File: config.mk
export PLATFORM = sky130hd
export DESIGN_NAME = sync_fifo_flat
export DESIGN_NICKNAME = d
export VERILOG_FILES = /design/src/rtl/fifo_pkg.sv /design/src/rtl/sync_fifo_if.sv /design/src/rtl/fifo_ram.sv /design/src/rtl/sync_fifo.sv /design/src/flat_wrapper.sv
export SDC_FILE = /design/constraint.sdc
export NUM_CORES = 1
export LEC_CHECK = 0
export ABC_AREA = 1
export CAP_MARGIN = 20
export CORE_UTILIZATION = 60
export DETAILED_ROUTE_END_ITERATION = 16
export PLACE_DENSITY = 0.8
export SETUP_SLACK_MARGIN = 0.05
export SLEW_MARGIN = 20
export SYNTH_ARGS = -nofsm -noshare
export SYNTH_HDL_FRONTEND = slang
export SYNTH_SLANG_ARGS = --single-unit
export TNS_END_PERCENT = 50
File: constraint.sdc
create_clock -name clk -period 3.3 [get_ports clk]
set_input_delay 0.66 -clock clk [delete_from_list [all_inputs] [get_ports clk]]
set_output_delay 0.66 -clock clk [all_outputs]
set_load 0.005 [all_outputs]
File: src/rtl/fifo_pkg.sv
// Shared FIFO types and helpers.
// Default geometry plus a constant-foldable clog2.
package fifo_pkg;

  localparam int DEFAULT_WIDTH = 8;
  localparam int DEFAULT_DEPTH = 16;

  function automatic int clog2(input int n);
    int r;
    r = 0;
    while ((1 << r) < n) r++;
    return r;
  endfunction

endpackage

File: src/rtl/sync_fifo_if.sv
// Producer/consumer bundle of the synchronous FIFO.
// Master drives requests; slave (the FIFO) drives status.
interface sync_fifo_if
  import fifo_pkg::*;
#(
  parameter int WIDTH = DEFAULT_WIDTH,
  parameter int DEPTH = DEFAULT_DEPTH
);

  localparam int CW = clog2(DEPTH) + 1;

  logic             w_en;
  logic [WIDTH-1:0] w_data;
  logic             r_en;
  logic [WIDTH-1:0] r_data;
  logic             r_valid;
  logic             full;
  logic             empty;
  logic             almost_full;
  logic             almost_empty;
  logic [CW-1:0]    count;
  logic             overflow;
  logic             underflow;

  modport master (
    output w_en, w_data, r_en,
    input  r_data, r_valid, full, empty,
    input  almost_full, almost_empty,
    input  count, overflow, underflow
  );

  modport slave (
    input  w_en, w_data, r_en,
    output r_data, r_valid, full, empty,
    output almost_full, almost_empty,
    output count, overflow, underflow
  );

endinterface

File: src/rtl/fifo_ram.sv
// FIFO storage: one synchronous write port,
// one asynchronous read port, contents never reset.
module fifo_ram
  import fifo_pkg::*;
#(
  parameter int WIDTH = DEFAULT_WIDTH,
  parameter int DEPTH = DEFAULT_DEPTH,
  parameter int AW    = clog2(DEPTH)
) (
  input  logic             clk,
  input  logic             we_i,
  input  logic [AW-1:0]    waddr_i,
  input  logic [WIDTH-1:0] wdata_i,
  input  logic [AW-1:0]    raddr_i,
  output logic [WIDTH-1:0] rdata_o
);

  logic [WIDTH-1:0] mem_q [DEPTH];

  always_ff @(posedge clk) begin
    if (we_i) mem_q[waddr_i] <= wdata_i;
  end

  assign rdata_o = mem_q[raddr_i];

endmodule

File: src/rtl/sync_fifo.sv
// Synchronous FIFO: pointers, registered flags, sticky
// errors, and registered or fall-through read mode.
module sync_fifo
  import fifo_pkg::*;
#(
  parameter int WIDTH     = DEFAULT_WIDTH,
  parameter int DEPTH     = DEFAULT_DEPTH,
  parameter int AFULL_TH  = DEPTH - 2,
  parameter int AEMPTY_TH = 2,
  parameter int FWFT      = 0
) (
  input logic        clk,
  input logic        rst,
  sync_fifo_if.slave bus
);

  localparam int AW = clog2(DEPTH);
  localparam int PW = AW + 1;

  logic [PW-1:0]    wp_q, wp_d;
  logic [PW-1:0]    rp_q, rp_d;
  logic [PW-1:0]    cnt_q, cnt_d;
  logic             full_q, full_d;
  logic             empty_q, empty_d;
  logic             af_q, af_d;
  logic             ae_q, ae_d;
  logic             ovf_q, ovf_d;
  logic             udf_q, udf_d;
  logic             rv_q, rv_d;
  logic [WIDTH-1:0] rd_q, rd_d;
  logic [WIDTH-1:0] ram_rdata;
  logic             wr_acc;
  logic             rd_acc;

  fifo_ram #(
    .WIDTH (WIDTH),
    .DEPTH (DEPTH),
    .AW    (AW)
  ) u_ram (
    .clk     (clk),
    .we_i    (wr_acc),
    .waddr_i (wp_q[AW-1:0]),
    .wdata_i (bus.w_data),
    .raddr_i (rp_q[AW-1:0]),
    .rdata_o (ram_rdata)
  );

  // Flags come from next-state pointers so they
  // are registered yet current the cycle after.
  always_comb begin
    wr_acc  = bus.w_en & ~full_q;
    rd_acc  = bus.r_en & ~empty_q;
    wp_d    = wp_q + PW'(wr_acc);
    rp_d    = rp_q + PW'(rd_acc);
    cnt_d   = wp_d - rp_d;
    full_d  = (wp_d[AW] != rp_d[AW]) &&
              (wp_d[AW-1:0] == rp_d[AW-1:0]);
    empty_d = (wp_d == rp_d);
    af_d    = int'(cnt_d) >= AFULL_TH;
    ae_d    = int'(cnt_d) <= AEMPTY_TH;
    ovf_d   = ovf_q | (bus.w_en & full_q);
    udf_d   = udf_q | (bus.r_en & empty_q);
    rv_d    = rd_acc;
    rd_d    = rd_acc ? ram_rdata : rd_q;
  end

  always_ff @(posedge clk) begin
    if (rst) begin
      wp_q    <= '0;
      rp_q    <= '0;
      cnt_q   <= '0;
      full_q  <= 1'b0;
      empty_q <= 1'b1;
      af_q    <= 1'b0;
      ae_q    <= 1'b1;
      ovf_q   <= 1'b0;
      udf_q   <= 1'b0;
      rv_q    <= 1'b0;
      rd_q    <= '0;
    end else begin
      wp_q    <= wp_d;
      rp_q    <= rp_d;
      cnt_q   <= cnt_d;
      full_q  <= full_d;
      empty_q <= empty_d;
      af_q    <= af_d;
      ae_q    <= ae_d;
      ovf_q   <= ovf_d;
      udf_q   <= udf_d;
      rv_q    <= rv_d;
      rd_q    <= rd_d;
    end
  end

  // Fall-through masks the unreset RAM while empty.
  assign bus.r_data = (FWFT != 0)
                    ? (empty_q ? '0 : ram_rdata)
                    : rd_q;
  assign bus.r_valid = (FWFT != 0) ? ~empty_q : rv_q;

  assign bus.count        = cnt_q;
  assign bus.full         = full_q;
  assign bus.empty        = empty_q;
  assign bus.almost_full  = af_q;
  assign bus.almost_empty = ae_q;
  assign bus.overflow     = ovf_q;
  assign bus.underflow    = udf_q;

endmodule

File: src/flat_wrapper.sv
// flat-port wrapper written by rule: the top's interface ports become plain ports
module sync_fifo_flat import fifo_pkg::*;
#(
  parameter int WIDTH     = DEFAULT_WIDTH,
  parameter int DEPTH     = DEFAULT_DEPTH,
  parameter int AFULL_TH  = DEPTH - 2,
  parameter int AEMPTY_TH = 2,
  parameter int FWFT      = 0
)
  (clk, rst, bus_w_en, bus_w_data, bus_r_en, bus_r_data, bus_r_valid, bus_full, bus_empty, bus_almost_full, bus_almost_empty, bus_count, bus_overflow, bus_underflow);
  sync_fifo_if #(.WIDTH(WIDTH), .DEPTH(DEPTH)) bus_i ();
  input logic clk;
  input logic rst;
  input wire logic [$bits(bus_i.w_en)-1:0] bus_w_en;
  input wire logic [$bits(bus_i.w_data)-1:0] bus_w_data;
  input wire logic [$bits(bus_i.r_en)-1:0] bus_r_en;
  output wire logic [$bits(bus_i.r_data)-1:0] bus_r_data;
  output wire logic [$bits(bus_i.r_valid)-1:0] bus_r_valid;
  output wire logic [$bits(bus_i.full)-1:0] bus_full;
  output wire logic [$bits(bus_i.empty)-1:0] bus_empty;
  output wire logic [$bits(bus_i.almost_full)-1:0] bus_almost_full;
  output wire logic [$bits(bus_i.almost_empty)-1:0] bus_almost_empty;
  output wire logic [$bits(bus_i.count)-1:0] bus_count;
  output wire logic [$bits(bus_i.overflow)-1:0] bus_overflow;
  output wire logic [$bits(bus_i.underflow)-1:0] bus_underflow;
  assign bus_i.w_en = bus_w_en;
  assign bus_i.w_data = bus_w_data;
  assign bus_i.r_en = bus_r_en;
  assign bus_r_data = bus_i.r_data;
  assign bus_r_valid = bus_i.r_valid;
  assign bus_full = bus_i.full;
  assign bus_empty = bus_i.empty;
  assign bus_almost_full = bus_i.almost_full;
  assign bus_almost_empty = bus_i.almost_empty;
  assign bus_count = bus_i.count;
  assign bus_overflow = bus_i.overflow;
  assign bus_underflow = bus_i.underflow;
  sync_fifo #(.WIDTH(WIDTH), .DEPTH(DEPTH), .AFULL_TH(AFULL_TH), .AEMPTY_TH(AEMPTY_TH), .FWFT(FWFT)) u_core (.clk(clk), .rst(rst), .bus(bus_i));
endmodule
==> out/metrics.yaml, run 1 <==
run_status:
  outcome: "completed"
route:
  drt-total-wl_um: 15200
  wl_per_cell_um: 19.3
  drc_errors: 0
  dr.pass1.iters: 5
  ant_nets: 0
  vias_per_cell: 5.93
  first_iter_violations: 490
  dr_total_vias: 4673
clocking:
  path_clk_slew_ns: 0.06
  cts_hold_buffers: 0
  cts_max_path_buffers: 2
  cts_tree: "done"
  cts_setup_buffers: 0
  clock_sinks: 158
  cts_resized: 0
  ctsHtreeMaxLevel: 4
  cts_buffers: 17
  root_buffer: "clkbuf_8"
  clk_latency_ns: 0.52
cells_and_area:
  layout_common_cells: "nor2_1 (139), edfxtp_1 (128), o21ai_0 (80)"
  final_nets: 657
  fillers: 728
  layout.cells.non_filler: 788
  final_common_cell: "nor2_1"
  drive_above_1_share: 0.130
  area_growth_syn_to_layout_pct: 17.0
  num_antenna_cells: 0
flow_run:
  maxCapViolations: 0
synthesis:
  avgSynthCellArea_sq_um: 11.0
  synth_nets: 615
  synth.distinct_cells: 32
  synth_seq_cells: 158
  ys_seq_area_frac: 0.679
  syn-instance-count: 597
  ys.warnings.count: 0
  synth.cell_area_sq_um: 6540
sta:
  hold_viol_final: 0
  finalWorstSetupSlack_ns: 0.587
  worst_slew_pin_slew_ns: 1.02
  setup_violations: 0
  timing.hold.ws_ns: 0.483
  fin_worst_skew_ns: 0.00823
  slew_headroom: 0.323
  fin_crit_ns: 2.71
  fin_setup_tns_ns: 0
  maxSlewViolCount: 0
  rsz0062_at_grt: "no"
  post-route-period-util: 0.822
  fmax_ghz: 0.369
power:
  power.density_nw_per_um2: 619
  power.leakage_nw: 2.91
  irDropWorstVdd_v: 0.000369
  finalPower_mw: 4.74
hold_path:
  hold_class: "reg2reg"
  holdPathStages: 2
floorplanning:
  initial_core_util: 0.625
  core_area_sq_um: 10500
  dieArea_sq_um: 11300
  io_pins: 32
  chipHeight_um: 106
  die_x_um: 106
  rows: 37
setup_path:
  path_max_fanout: 4
  worstPathRequired_ns: 3.71
  startpoint_type: "input pin"
  end_kind: "register"
  criticalPathCategory: "in2reg"
  rr_worst_depth: 15
  arrival_ns: 3.12
  ff2ff_setup_slack_ns: 0.83
place:
  gp_congestion: 0.909
  portBuffers: 31
  dp_cells: 756
  place_hpwl_um: 9480
  post-place-ws_ns: 0.157
global_route:
  grt_pass1_wl_um: 23700
  grt_pass1_vias: 4592
  grt_antenna_before_repair: 0
  grt.total_usage: 0.284
  grt_max_degree: 65
  grt.overflow.total: 0
## area by class of cell
cell class                      instances  area (sq um)  area share
Clock buffer                           18           418      0.0546
Multi-Input combinational cell        365          1800       0.235
Tap cell                              136           170      0.0222
Clock inverter                         14           190      0.0248
Inverter                               47           176      0.0230
Timing Repair Buffer                   50           453      0.0592
Sequential cell                       158          4450       0.581
## registers in the layout, summed over array words and instances (netlist names), 5 cells and up
| name | flops |
|---|---|
| u_core.rp_q | 5 |
| u_core.bus.count | 5 |
| u_core.u_ram.mem_q | 128 |
| u_core.bus.r_data | 8 |
| u_core.wp_q | 5 |
## power by group
part / internal, mW / switching [mW]
Clock: 1.23 / 0.775
Sequential: 2.21 / 0.0273
Combinational: 0.188 / 0.314
## critical path, cell delays in order
cell	delay, ns
clkdlybuf4s50_1	0.42
inv_1	0.08
nor2_1	0.06
ha_1	0.24
ha_1	0.37
inv_1	0.11
nand3_1	0.10
nand2_2	0.08
ha_1	0.19
nor2_1	0.26
nor2_2	0.08
nand3_2	0.09
nand3_2	0.08
nand2_2	0.08
inv_1	0.05
nand2_1	0.07
nand3_1	0.08
## kinds of logic (layout without fill, tap and decap cells)
logic type / Yosys count / count (layout) / synth area share
simple gates: 220 / 220 / 0.146
flops: 158 / 158 / 0.679
fa+ha+maj: 6 / 6 / 0.0115
xor+xnor: 3 / 3 / 0.00631
buf+inv: 74 / 129 / 0.0455
compound gates: 136 / 136 / 0.111
## synth_stat cells
cell	count	area, sq um
inv_2	10	37.5
clkinv_1	1	3.75
nor4_1	1	6.26
nand4_1	1	6.26
clkbuf_1	18	67.6
xor2_2	2	32.5
o21ai_1	17	85.1
nand2_2	13	81.3
nor2_2	2	12.5
nand2_4	1	11.3
buf_6	1	11.3
buf_4	1	7.51
nand3_2	7	70.1
nand2_1	37	139
ha_1	6	75.1
o221ai_1	1	8.76
o21bai_1	1	7.51
o211ai_1	1	7.51
dfxtp_1	30	601
o22ai_1	31	194
nor2_1	139	522
buf_2	4	20.0
a21oi_1	5	25.0
nand3_1	16	80.1
o21ai_0	80	400
xor2_1	1	8.76
nor3_1	1	5.00
edfxtp_1	128	3840
nand4_2	1	12.5
inv_1	36	135
clkbuf_2	3	15.0
nor2_4	1	11.3
## routing by layer
layer | global-route usage | part of all wire | vias up
li1 | - | - | 2155
met5 | 0 | 0 | -
met4 | 0.121 | 0.021 | 0
met2 | 0.464 | 0.49 | 229
met3 | 0.0478 | 0.083 | 29
met1 | 0.377 | 0.40 | 2260
## path summary, 6_finish.rpt
check / from / to
max: bus_r_en / u_core.bus.almost_empty$_SDFF_PP1_
min: u_core.bus.overflow$_SDFF_PP0_ / u_core.bus.overflow$_SDFF_PP0_
max reg2reg: u_core.bus.empty$_SDFF_PP1_ / u_core.bus.almost_empty$_SDFF_PP1_
min reg2reg: u_core.bus.overflow$_SDFF_PP0_ / u_core.bus.overflow$_SDFF_PP0_
## stage by stage
step,utilization,instance area (sq um)
2_1_floorplan,-,6540
3_3_place_gp,0.674,7050
3_5_place_dp,0.674,7050
4_1_cts,0.732,7650
5_1_grt,0.732,7650
6_report,0.732,7650
No activity file was read; power rests on OpenSTA's default activity.
==> run 2, diff against run 1 <==
==> constraint.sdc (replaced) <==
create_clock -name clk -period 2.7 [get_ports clk]
set_input_delay 0.54 -clock clk [delete_from_list [all_inputs] [get_ports clk]]
set_output_delay 0.54 -clock clk [all_outputs]
set_load 0.005 [all_outputs]
==> run 2 against run 1 <==
Effect of this change:
- combinational power is 24% higher
- largest cell class unchanged
- critical path depth is the same
- sequential power is 22% higher
==> out/metrics.yaml, run 2 (same netlist as run 1, synthesis figures left out) <==
power:
  seq_power_share: 0.497  # was 0.471
  irDropWorstVdd_v: 0.000530  # was 0.000369 V
  power.density_nw_per_um2: 714  # was 619 nW/um^2
  swShare: 0.253  # was 0.236
  p_comb_frac: 0.114  # was 0.106
  power.leakage_nw: 2.95  # was 2.91 nW
  p_clk_frac: 0.389  # was 0.423
  p_int_mw: 4.11  # was 3.63 mW
  finalPower_mw: 5.50  # was 4.74 mW
  switchingPower_mw: 1.39  # was 1.12 mW
hold_path:
  hold_class: "reg2reg"  # unchanged
  holdPathStages: 2  # unchanged
global_route:
  grt_pass1_wl_um: 23500  # was 23,700 um
  grt_antenna_before_repair: 0  # unchanged
  global_route.usage.met3: 0.0638  # was 0.0478
  grt_busiest_layer: "met2"  # unchanged
  grt_use_met2: 0.463  # was 0.464
  grt.overflow.total: 0  # unchanged
  grt.total_usage: 0.283  # was 0.284
  grt_max_degree: 65  # unchanged
  grt_util_met1: 0.368  # was 0.377
  grt_pass1_vias: 4592  # unchanged
clocking:
  path_clk_slew_ns: 0.06  # about the same
  ctsHtreeMaxLevel: 4  # unchanged
  cts_buffers: 17  # unchanged
  cts_tree: "done"  # unchanged
  cts_setup_buffers: 0  # unchanged
  clock_sinks: 158  # unchanged
  root_buffer: "clkbuf_8"  # unchanged
  cts_resized: 0  # unchanged
  cts_hold_buffers: 0  # unchanged
  cts_max_path_buffers: 2  # unchanged
  clk_latency_ns: 0.53  # was 0.52 ns
route:
  drc_errors: 0  # unchanged
  dr_total_vias: 4701  # was 4,673
  dr.pass1.iters: 5  # unchanged
  wl_per_cell_um: 18.6  # was 19.3 um
  first_iter_violations: 501  # was 490
  ant_nets: 0  # unchanged
  drt-total-wl_um: 14900  # was 15,200 um
  vias_per_cell: 5.85  # was 5.93
setup_path:
  startpoint_type: "input pin"  # unchanged
  path_max_fanout: 4  # unchanged
  criticalPathCategory: "in2reg"  # unchanged
  arrival_ns: 2.88  # was 3.12 ns
  rr_worst_depth: 15  # unchanged
  worstPathRequired_ns: 3.11  # was 3.71 ns
  end_kind: "register"  # unchanged
floorplanning:
  initial_core_util: 0.625  # unchanged
  core_area_sq_um: 10500  # unchanged
  rows: 37  # unchanged
  dieArea_sq_um: 11300  # unchanged
  chipHeight_um: 106  # unchanged
  die_x_um: 106  # unchanged
  io_pins: 32  # unchanged
place:
  post-place-ws_ns: -0.273  # was 0.157 ns
  portBuffers: 31  # unchanged
  place_hpwl_um: 9410  # was 9480 um
  gp_congestion: 0.876  # was 0.909
sta:
  finalWorstSetupSlack_ns: 0.234  # was 0.587 ns
  worst_slew_pin_slew_ns: 0.685  # was 1.02 ns
  hold_viol_final: 0  # unchanged
  timing.hold.ws_ns: 0.483  # about the same
  fin_setup_tns_ns: 0  # unchanged
  maxSlewViolCount: 0  # unchanged
  post-route-period-util: 0.913
  fin_crit_ns: 2.47
  setup_violations: 0  # unchanged
  fin_worst_skew_ns: 0.00904  # was 0.00823 ns
  fmax_ghz: 0.405
  slew_headroom: 0.542  # was 0.323
  rsz0062_at_grt: "no"  # unchanged
cells_and_area:
  final_common_cell: "nor2_1"  # unchanged
  drive_above_1_share: 0.156  # was 0.130
  layout_common_cells: "nor2_1 (138), edfxtp_1 (128), o21ai_0 (80)"  # was nor2_1 (139), edfxtp_1 (128), o21ai_0 (80)
  largest_reg_flops: 128  # unchanged
  area_growth_syn_to_layout_pct: 17.6  # was 17.0%
  final_nets: 672  # was 657
  num_antenna_cells: 0  # unchanged
  top_register: "u_core.u_ram.mem_q"  # unchanged
run_status:
  outcome: "completed"  # unchanged
flow_run:
  maxCapViolations: 0  # unchanged
run 2: path summary, 6_finish.rpt:
path	startpoint	endpoint	slack, ns
hold / removal	u_core.bus.overflow$_SDFF_PP0_	u_core.bus.overflow$_SDFF_PP0_	0.48
hold reg to reg	u_core.bus.overflow$_SDFF_PP0_	u_core.bus.overflow$_SDFF_PP0_	0.48
setup / recovery	bus_r_en	u_core.bus.almost_empty$_SDFF_PP1_	0.23
setup reg to reg	u_core.bus.empty$_SDFF_PP1_	u_core.bus.almost_empty$_SDFF_PP1_	0.35
run 2: critical path, cell delays in order:
cell and delay, ns:
clkdlybuf4s50_1 0.42, inv_1 0.10, nor2_2 0.05, ha_1 0.21, ha_1 0.35, inv_1 0.07, nand3_1 0.09, nand2_2 0.08
ha_1 0.20, nor2_1 0.25, nor2_2 0.09, nand3_2 0.10, nand3_2 0.09, nand2_2 0.08, inv_1 0.04, nand2_1 0.05
nand3_1 0.07
run 2: power groups by stage:
stage          clock network, mW  registers (mW)  logic, mW
2_1_floorplan                  0            2.78      0.361
3_3_place_gp                   0            2.78      0.597
3_5_place_dp                   0            2.78      0.615
4_1_cts                     2.17            2.73      0.621
5_1_grt                     2.29            2.73      0.689
6_report                    2.14            2.73      0.626
run 2: per-stage QoR:
stage / util / instance area [sq um] / instances
2_1_floorplan: - / 6550 / 597
3_3_place_gp: 0.685 / 7160 / 771
3_5_place_dp: 0.685 / 7160 / 771
4_1_cts: 0.736 / 7700 / 803
5_1_grt: 0.736 / 7700 / 803
6_report: 0.736 / 7700 / 803
run 2: cell type report:
| class | instances | area (sq um) |
|---|---|---|
| sequential | 158 | 4450 |
| fill | 722 | 2760 |
| multi-input combinational | 365 | 1800 |
| timing repair buffer | 65 | 566 |
| clock buffer | 19 | 432 |
| inverter | 47 | 176 |
| tap | 136 | 170 |
| clock inverter | 13 | 105 |
run 2: metal layers:
metal / share of wire / up-vias
li1: - / 2194
met1: 0.40 / 2243
met2: 0.49 / 232
met3: 0.083 / 32
met4: 0.021 / 0
met5: 0 / -
